$ cat config.mk
export PLATFORM = sky130hd
export DESIGN_NAME = inst_fetch
export DESIGN_NICKNAME = d
export VERILOG_FILES = /design/src/rtl/inst_fetch.sv
export SDC_FILE = /design/constraint.sdc
export NUM_CORES = 1
export LEC_CHECK = 0
export CAP_MARGIN = 20
export CORE_ASPECT_RATIO = 0.75
export CORE_MARGIN = 3
export CORE_UTILIZATION = 49
export CTS_CLUSTER_DIAMETER = 200
export DETAILED_ROUTE_END_ITERATION = 8
export GPL_TIMING_DRIVEN = 0
export HOLD_SLACK_MARGIN = 0.02
export PLACE_DENSITY = 0.86
export SKIP_LAST_GASP = 1
export SYNTH_ARGS = -nofsm -noshare
export SYNTH_HDL_FRONTEND = slang
export SYNTH_SLANG_ARGS = --single-unit
$ cat constraint.sdc
create_clock -name i_clk -period 7.4 [get_ports i_clk]
set_clock_uncertainty 0.2 [all_clocks]
set_input_delay 1.48 -clock i_clk [delete_from_list [all_inputs] [get_ports i_clk]]
set_output_delay 1.48 -clock i_clk [all_outputs]
set_load 0.02 [all_outputs]
$ cat src/rtl/inst_fetch.sv
// inst_fetch: instruction-fetch stage ahead of the decoder.
// Owns the PC, issues one memory request per instruction, latches the returned
// word and holds it for decode behind a valid/ready handshake. The commit-side
// verdict (branch redirect / halt) is sampled only on the accept cycle.
// Optional build macro: INST_FETCH_STALL_CNT_EN adds the o_stall_cnt port.
module inst_fetch #(
  parameter int INST_W  = 32,
  parameter int ADDR_W  = 32,
  parameter int PC_STEP = 4
) (
  input  logic              i_clk,
  input  logic              i_rst,
  output logic              o_i_req,
  output logic [ADDR_W-1:0] o_i_addr,
  input  logic              i_i_valid,
  input  logic [INST_W-1:0] i_i_inst,
  output logic [INST_W-1:0] o_inst,
  output logic [ADDR_W-1:0] o_pc,
  output logic              o_inst_valid,
  input  logic              i_inst_ready,
  input  logic              i_br_taken,
  input  logic [ADDR_W-1:0] i_br_target,
  input  logic              i_halt,
  output logic              o_done,
  output logic              o_err
`ifdef INST_FETCH_STALL_CNT_EN
  ,
  output logic [15:0]       o_stall_cnt
`endif
);

  typedef enum logic [2:0] {
    S_IDLE = 3'd0,
    S_REQ  = 3'd1,
    S_WAIT = 3'd2,
    S_HOLD = 3'd3,
    S_HALT = 3'd4
  } state_t;

  state_t            state;
  logic [ADDR_W-1:0] pc;
  logic [ADDR_W-1:0] pc_seq;
  logic              accept;
  logic              tgt_misaligned;

  // o_inst_valid is only ever high in HOLD, so this is the commit point.
  assign accept         = o_inst_valid & i_inst_ready;
  assign tgt_misaligned = |i_br_target[1:0];
  // Sequential step wraps naturally mod 2^ADDR_W.
  assign pc_seq         = pc + ADDR_W'(PC_STEP);
  // The request address is the PC flop itself, so it can never diverge from it.
  assign o_i_addr       = pc;

  // Fetch FSM; all handshake outputs are registered alongside the state.
  always_ff @(posedge i_clk or posedge i_rst) begin
    if (i_rst) begin
      state        <= S_IDLE;
      pc           <= '0;
      o_inst       <= '0;
      o_pc         <= '0;
      o_i_req      <= 1'b0;
      o_inst_valid <= 1'b0;
      o_done       <= 1'b0;
      o_err        <= 1'b0;
    end else begin
      case (state)
        S_IDLE: begin
          state   <= S_REQ;
          o_i_req <= 1'b1;
        end
        S_REQ: begin
          // Request is a single-cycle pulse.
          state   <= S_WAIT;
          o_i_req <= 1'b0;
        end
        S_WAIT: begin
          // Responses are only meaningful here; stale ones elsewhere are dropped.
          if (i_i_valid) begin
            state        <= S_HOLD;
            o_inst       <= i_i_inst;
            o_pc         <= pc;
            o_inst_valid <= 1'b1;
          end
        end
        S_HOLD: begin
          // Branch/halt inputs are don't-care until the consumer accepts.
          if (accept) begin
            o_inst_valid <= 1'b0;
            if (i_halt) begin
              state  <= S_HALT;
              o_done <= 1'b1;
            end else if (i_br_taken && tgt_misaligned) begin
              state  <= S_HALT;
              o_done <= 1'b1;
              o_err  <= 1'b1;
            end else if (i_br_taken) begin
              state   <= S_REQ;
              pc      <= i_br_target;
              o_i_req <= 1'b1;
            end else begin
              state   <= S_REQ;
              pc      <= pc_seq;
              o_i_req <= 1'b1;
            end
          end
        end
        S_HALT: begin
          // Absorbing: only reset leaves.
          state <= S_HALT;
        end
        default: begin
          state        <= S_IDLE;
          o_i_req      <= 1'b0;
          o_inst_valid <= 1'b0;
        end
      endcase
    end
  end

`ifdef INST_FETCH_STALL_CNT_EN
  logic stall_cycle;

  // A stall is any cycle spent waiting on memory or on the consumer.
  assign stall_cycle = (state == S_WAIT) || ((state == S_HOLD) && !i_inst_ready);

  // Saturating stall counter; naturally frozen in HALT since neither term fires.
  always_ff @(posedge i_clk or posedge i_rst) begin
    if (i_rst)
      o_stall_cnt <= '0;
    else if (stall_cycle && (o_stall_cnt != 16'hFFFF))
      o_stall_cnt <= o_stall_cnt + 16'd1;
  end
`endif

endmodule
======== Word-level counts from Yosys, hierarchy flattened ========
Cells that the tools add are included.
operators by class
  add/subtract/negate cells ............... 1
  equality and inequality tests ........... 8
  muxes and demuxes ....................... 15
  bitwise gates (word level) .............. 5
  reduce and logical (&&, ||, !) cells .... 13
operators with widths
  operator                                                                count
  32-bit by 3-bit adder with 32-bit output (second input constant)        1
  32-bit 2-to-1 mux                                                       1
  3-bit case mux with 5 select lines                                      1
  3-bit 2-to-1 mux                                                        4
  4-bit AND reduction                                                     3
  2-bit inequality test (second input constant)                           4
  1-bit 2-to-1 mux                                                        7
  3-bit by 2-bit equality test with 1-bit output (second input constant)  2
  1-bit case mux with 3 select lines                                      2
  3-bit AND reduction                                                     2
  1-bit inverter                                                          4
  2-bit AND reduction                                                     2
  2-bit OR reduction                                                      2
  3-bit by 1-bit equality test with 1-bit output (second input constant)  1
  3-bit equality test (second input constant)                             1
  3-bit zero test                                                         1
  3-bit OR reduction                                                      1
  2-bit nonzero test                                                      1
  1-bit bitwise AND                                                       1
  1-bit logical AND                                                       1
word-level totals
  register bits ........................... 103
  input bits .............................. 70
  output and inout port bits .............. 100
  word-level logic and storage cells ...... 50

======== Longest topological paths before layout ========
  depth in word-level cells ............... 6
  depth in mapped cells ................... 7
  mapped depth without buffers ............ 6

======== Least setup slack after synthesis ========
Ideal clock, no wire load.
  path kind ............................... input to register
  start point ............................. input port i_br_taken
  end point ............................... register pc[27] (netlist: o_i_addr[27])
  library setup time ...................... 0.069 ns
  arrival ................................. 2.647 ns
  data required time ...................... 7.131 ns
  slack ................................... 4.484 ns
  stages .................................. 3
  path buffers ............................ 0
  path through ............................ or4_1 > or4_1 > nand3_1
on the way
  cells in the longest elaborated chain, start to end .. 3
  elaborated cells between the ends (all ways) .. 4
  those cells by class .................... mux: 1; bitwise: 1; reduce/logical: 2
ends and longest elaborated chain
  item                                  RTL line  RTL
  start: declaration                    21        input logic i_br_taken,
  1-bit logical AND                     92        end else if (i_br_taken && tgt_misaligned) begin
  1-bit inverter (no source line)       --
  4-bit AND reduction (no source line)  --
  end signal: assignment                98        pc <= i_br_target;
  end signal: assignment                102       pc <= pc_seq;
  end: declaration                      41        logic [ADDR_W-1:0] pc;
Several ways; a longest one is shown, not always the timed one.
A chain may end at the register's enable or synchronous reset.

======== Final worst setup path ========
  start point ............................. input port i_br_target[0]
  end point ............................... register pc[14] (netlist: o_i_addr[14])
on the way
  cells in the longest elaborated chain, start to end .. 4
ends and longest elaborated chain
  item                                  RTL line  RTL
  start: declaration                    22        input logic [ADDR_W-1:0] i_br_target,
  2-bit OR reduction                    48        assign tgt_misaligned = |i_br_target[1:0];
  1-bit logical AND                     92
  1-bit inverter (no source line)       --
  4-bit AND reduction (no source line)  --
No other way between the ends.

==> results.py <==
metrics = {
    "outcome": {
        "status": "finished clean",
    },
    "floorplan": {
        "core-area_um2": 9271,
        "die_area_um2": 11030,
        "start_util_pct": 51.74,
        "die_h_um": 91.69,
        "pin_count": 170,
        "die_x_um": 120.3,
        "rows": 30,
    },
    "setup_path": {
        "critPathArrivalTime_ns": 3.57,
        "end_kind": "flip-flop",
        "cp_max_fo": 10,
        "r2r_start": "state[2]",
        "r2r_slack_ns": 4.87,
        "reg2reg_to": "o_pc[7]",
        "crit_type": "input port to flip-flop",
        "cp-start-kind": "input port",
        "reg2regPathDepth": 5,
        "cp_data_required_time_ns": 7.42,
    },
    "sta": {
        "hold_violations": 0,
        "relSlewSlack_pct": 45.14,
        "finalSetupViolations": 0,
        "fin_setup_tns_ns": 0,
        "tightest_slew_ns": 0.8199,
        "maxSlewViolCount": 0,
        "min_period_ns": 3.551,
        "max_freq_mhz": 281.6,
        "rsz0062_at_grt": "no",
        "final.period_utilization_pct": 47.99,
    },
    "clock_tree": {
        "htree_levels": 3,
        "cts_max_path_buffers": 2,
        "cts_tree": "built",
        "post_cts.repair.setup_buffers": 0,
        "cts_resized": 0,
        "clock-sinks": 103,
        "clock_latency_ns": 0.35,
        "clkTransAtPathRegs_ns": 0.07,
        "cts-root-buf": "clkbuf_16",
        "ctsHoldBuffers": 0,
        "numCtsBuffers": 9,
    },
    "logic_synthesis": {
        "synth-main-ff-cell": "dfrtp_1",
        "ys_seq_elements": 103,
        "synth_async_sr_flop_share_pct": 100.0,
        "synth_fa_ha_area_share_pct": 0.2608,
        "synth_area_leader_cell": "dfrtp_1",
        "synth_xor_xnor_area_share_pct": 0.5477,
        "ys_warn_count": 0,
        "yosys.cell_count.top_type": "dfrtp_1",
        "synthDominantCellAreaShare_pct": 53.73,
        "synthMuxAreaShare_pct": 15.02,
        "syn_inst": 422,
        "synth_compound_area_share_pct": 11.97,
        "syn_nets": 493,
        "synth-seq-area-share_pct": 53.73,
        "ys_types": 50,
        "synthTopCellsByCount": "dfrtp_1 (103), mux2_2 (64), a21oi_1 (27), o21ai_0 (27)",
        "synth_edf_count": 0,
        "syn_area_um2": 4797,
        "synthSimpleGateAreaFrac_pct": 15.68,
        "ys_top_cells_by_area": "dfrtp_1 (54%), mux2_2 (15%), a21oi_1 (2.8%), o21ai_0 (2.8%), nand3_1 (1.9%)",
        "synth_top_family_by_area": "simple AND/OR/NAND/NOR gates",
        "syn_area_per_cell_um2": 11.37,
    },
    "hold_path": {
        "hold_class": "flip-flop to flip-flop",
        "min_to": "o_done",
        "min_path_cells": 1,
        "worstHoldStart": "o_done",
    },
    "power_and_ir_drop": {
        "p_seq_share_pct": 36.5,
        "internal_power_mw": 1.735,
        "irDropWorstVdd_mv": 0.2424,
        "switching_share_pct": 36.58,
        "power.density_nw_per_um2": 389.9,
        "share_comb_of_total_power_pct": 44.0,
        "p_clk_share_pct": 19.6,
        "p_sw_mw": 1.001,
        "total_power_mw": 2.736,
        "p_leak_nw": 2.832,
    },
    "cells_and_area": {
        "utilization_pct": 75.68,
        "layout-drive-gt1-share_pct": 17.43,
        "nFillCells": 685,
        "syn_to_final_growth_pct": 46.27,
        "final_nets": 674,
        "antennaDiodeCount": 0,
    },
    "global_routing": {
        "grt_max_degree": 69,
        "grt_pass1_vias": 4419,
        "grt_pass1_wl_um": 22760,
        "track_usage_pct": 26.26,
        "grt-ovfl-total": 0,
        "antenna_found_initial": 0,
    },
    "route": {
        "antenna_left": 0,
        "vias": 4306,
        "wl_um": 14220,
        "wl_per_cell_um": 19.32,
        "drc_errors": 0,
        "drt_iter0_markers": 361,
        "viasPerCell": 5.851,
        "first_pass_iters": 6,
    },
    "place": {
        "portBuffers": 169,
        "gp_congestion": 0.9477,
        "place_hpwl_um": 10480,
    },
    "job": {
        "max_cap_viol_count": 0,
    },
}
-- power groups by stage --
stage	registers, mW	logic, mW	clock network (mW)
global route	1.03	1.28	0.564
detailed placement	1.00	1.20	0
floorplan	1.23	0.366	0
CTS	0.996	1.21	0.543
global placement	0.980	1.18	0
finish	0.997	1.20	0.535
-- how the worst max path moves through the flow --
stage	startpoint	endpoint	slack [ns]	cells past startpoint
CTS	i_br_target[0]	o_i_addr[14]	3.91	7
global route	i_br_target[0]	o_i_addr[14]	3.71	7
floorplan	i_rst	o_done	3.02	1
global placement	i_rst	o_pc[14]	1.53	2
finish	i_br_target[0]	o_i_addr[14]	3.85	7
detailed placement	i_br_target[0]	o_i_addr[14]	3.56	7
-- per-layer routing --
layer,vias to the layer above,GRT usage [%],wire length [um]
li1,1936,-,-
met1,2077,34.04,5602
met2,257,42.59,6784
met3,36,7.645,1517
met4,0,8.868,314
met5,-,0,0
-- sequential cells by signal, indices dropped and copies added (netlist names) --
register      count
o_err             1
o_inst_valid      1
o_pc             32
o_inst           32
o_done            1
o_i_req           1
o_i_addr         32
state             3
-- through the flow --
| stage | std cells | hold slack (ns) | worst slack [ns] | area [um^2] |
|---|---|---|---|---|
| 3_3_place_gp | 719 | 0.2419 | 1.530 | 6649 |
| 2_1_floorplan | 422 | 0.3091 | 3.016 | 4797 |
| 4_1_cts | 736 | 0.2868 | 3.908 | 7017 |
| 6_report | 736 | 0.2821 | 3.849 | 7017 |
| 5_1_grt | 736 | 0.3101 | 3.706 | 7017 |
| 3_5_place_dp | 720 | 0.2494 | 3.560 | 6679 |
-- final cells by class --
class	count	area, um^2	area share [%]
well taps	128	160.2	2.282
plain buffers	24	100.1	1.427
clock buffers	10	229.0	3.263
inverters	9	36.28	0.5171
clock inverters	6	108.9	1.551
multi-input cells	286	2086	29.73
repair buffers	170	1719	24.50
flip-flops and latches	103	2577	36.73
-- cells in the final DEF, fill, tap and decap left out, drive strengths merged, types with 5 or more instances in the layout --
cell type / n
dfrtp: 103
clkdlybuf4s50: 169
nand3: 20
nor3: 10
inv: 9
nor4: 8
or3: 5
or4: 5
nor2: 23
a21oi: 27
a22oi: 6
clkbuf: 25
nand4: 8
and3: 10
buf: 10
o21ai: 31
nand2: 24
mux2: 64
-- cells by family after synthesis --
logic type | Yosys count
adder cells (fa/ha/maj) | 1
AND/OR/NAND/NOR | 125
flip-flops | 103
buffers and inverters | 33
XOR/XNOR | 3
multiplexers | 64
AO/OA/AOI/OAI | 93
-- worst max-delay path, stage by stage --
cell	delay (ns)
clkdlybuf4s50_1	0.42
o21ai_0	0.31
and3_1	0.21
clkbuf_1	0.35
clkbuf_1	0.42
o21ai_0	0.20
o2bb2ai_1	0.17
(Power assumes the default switching activity.)
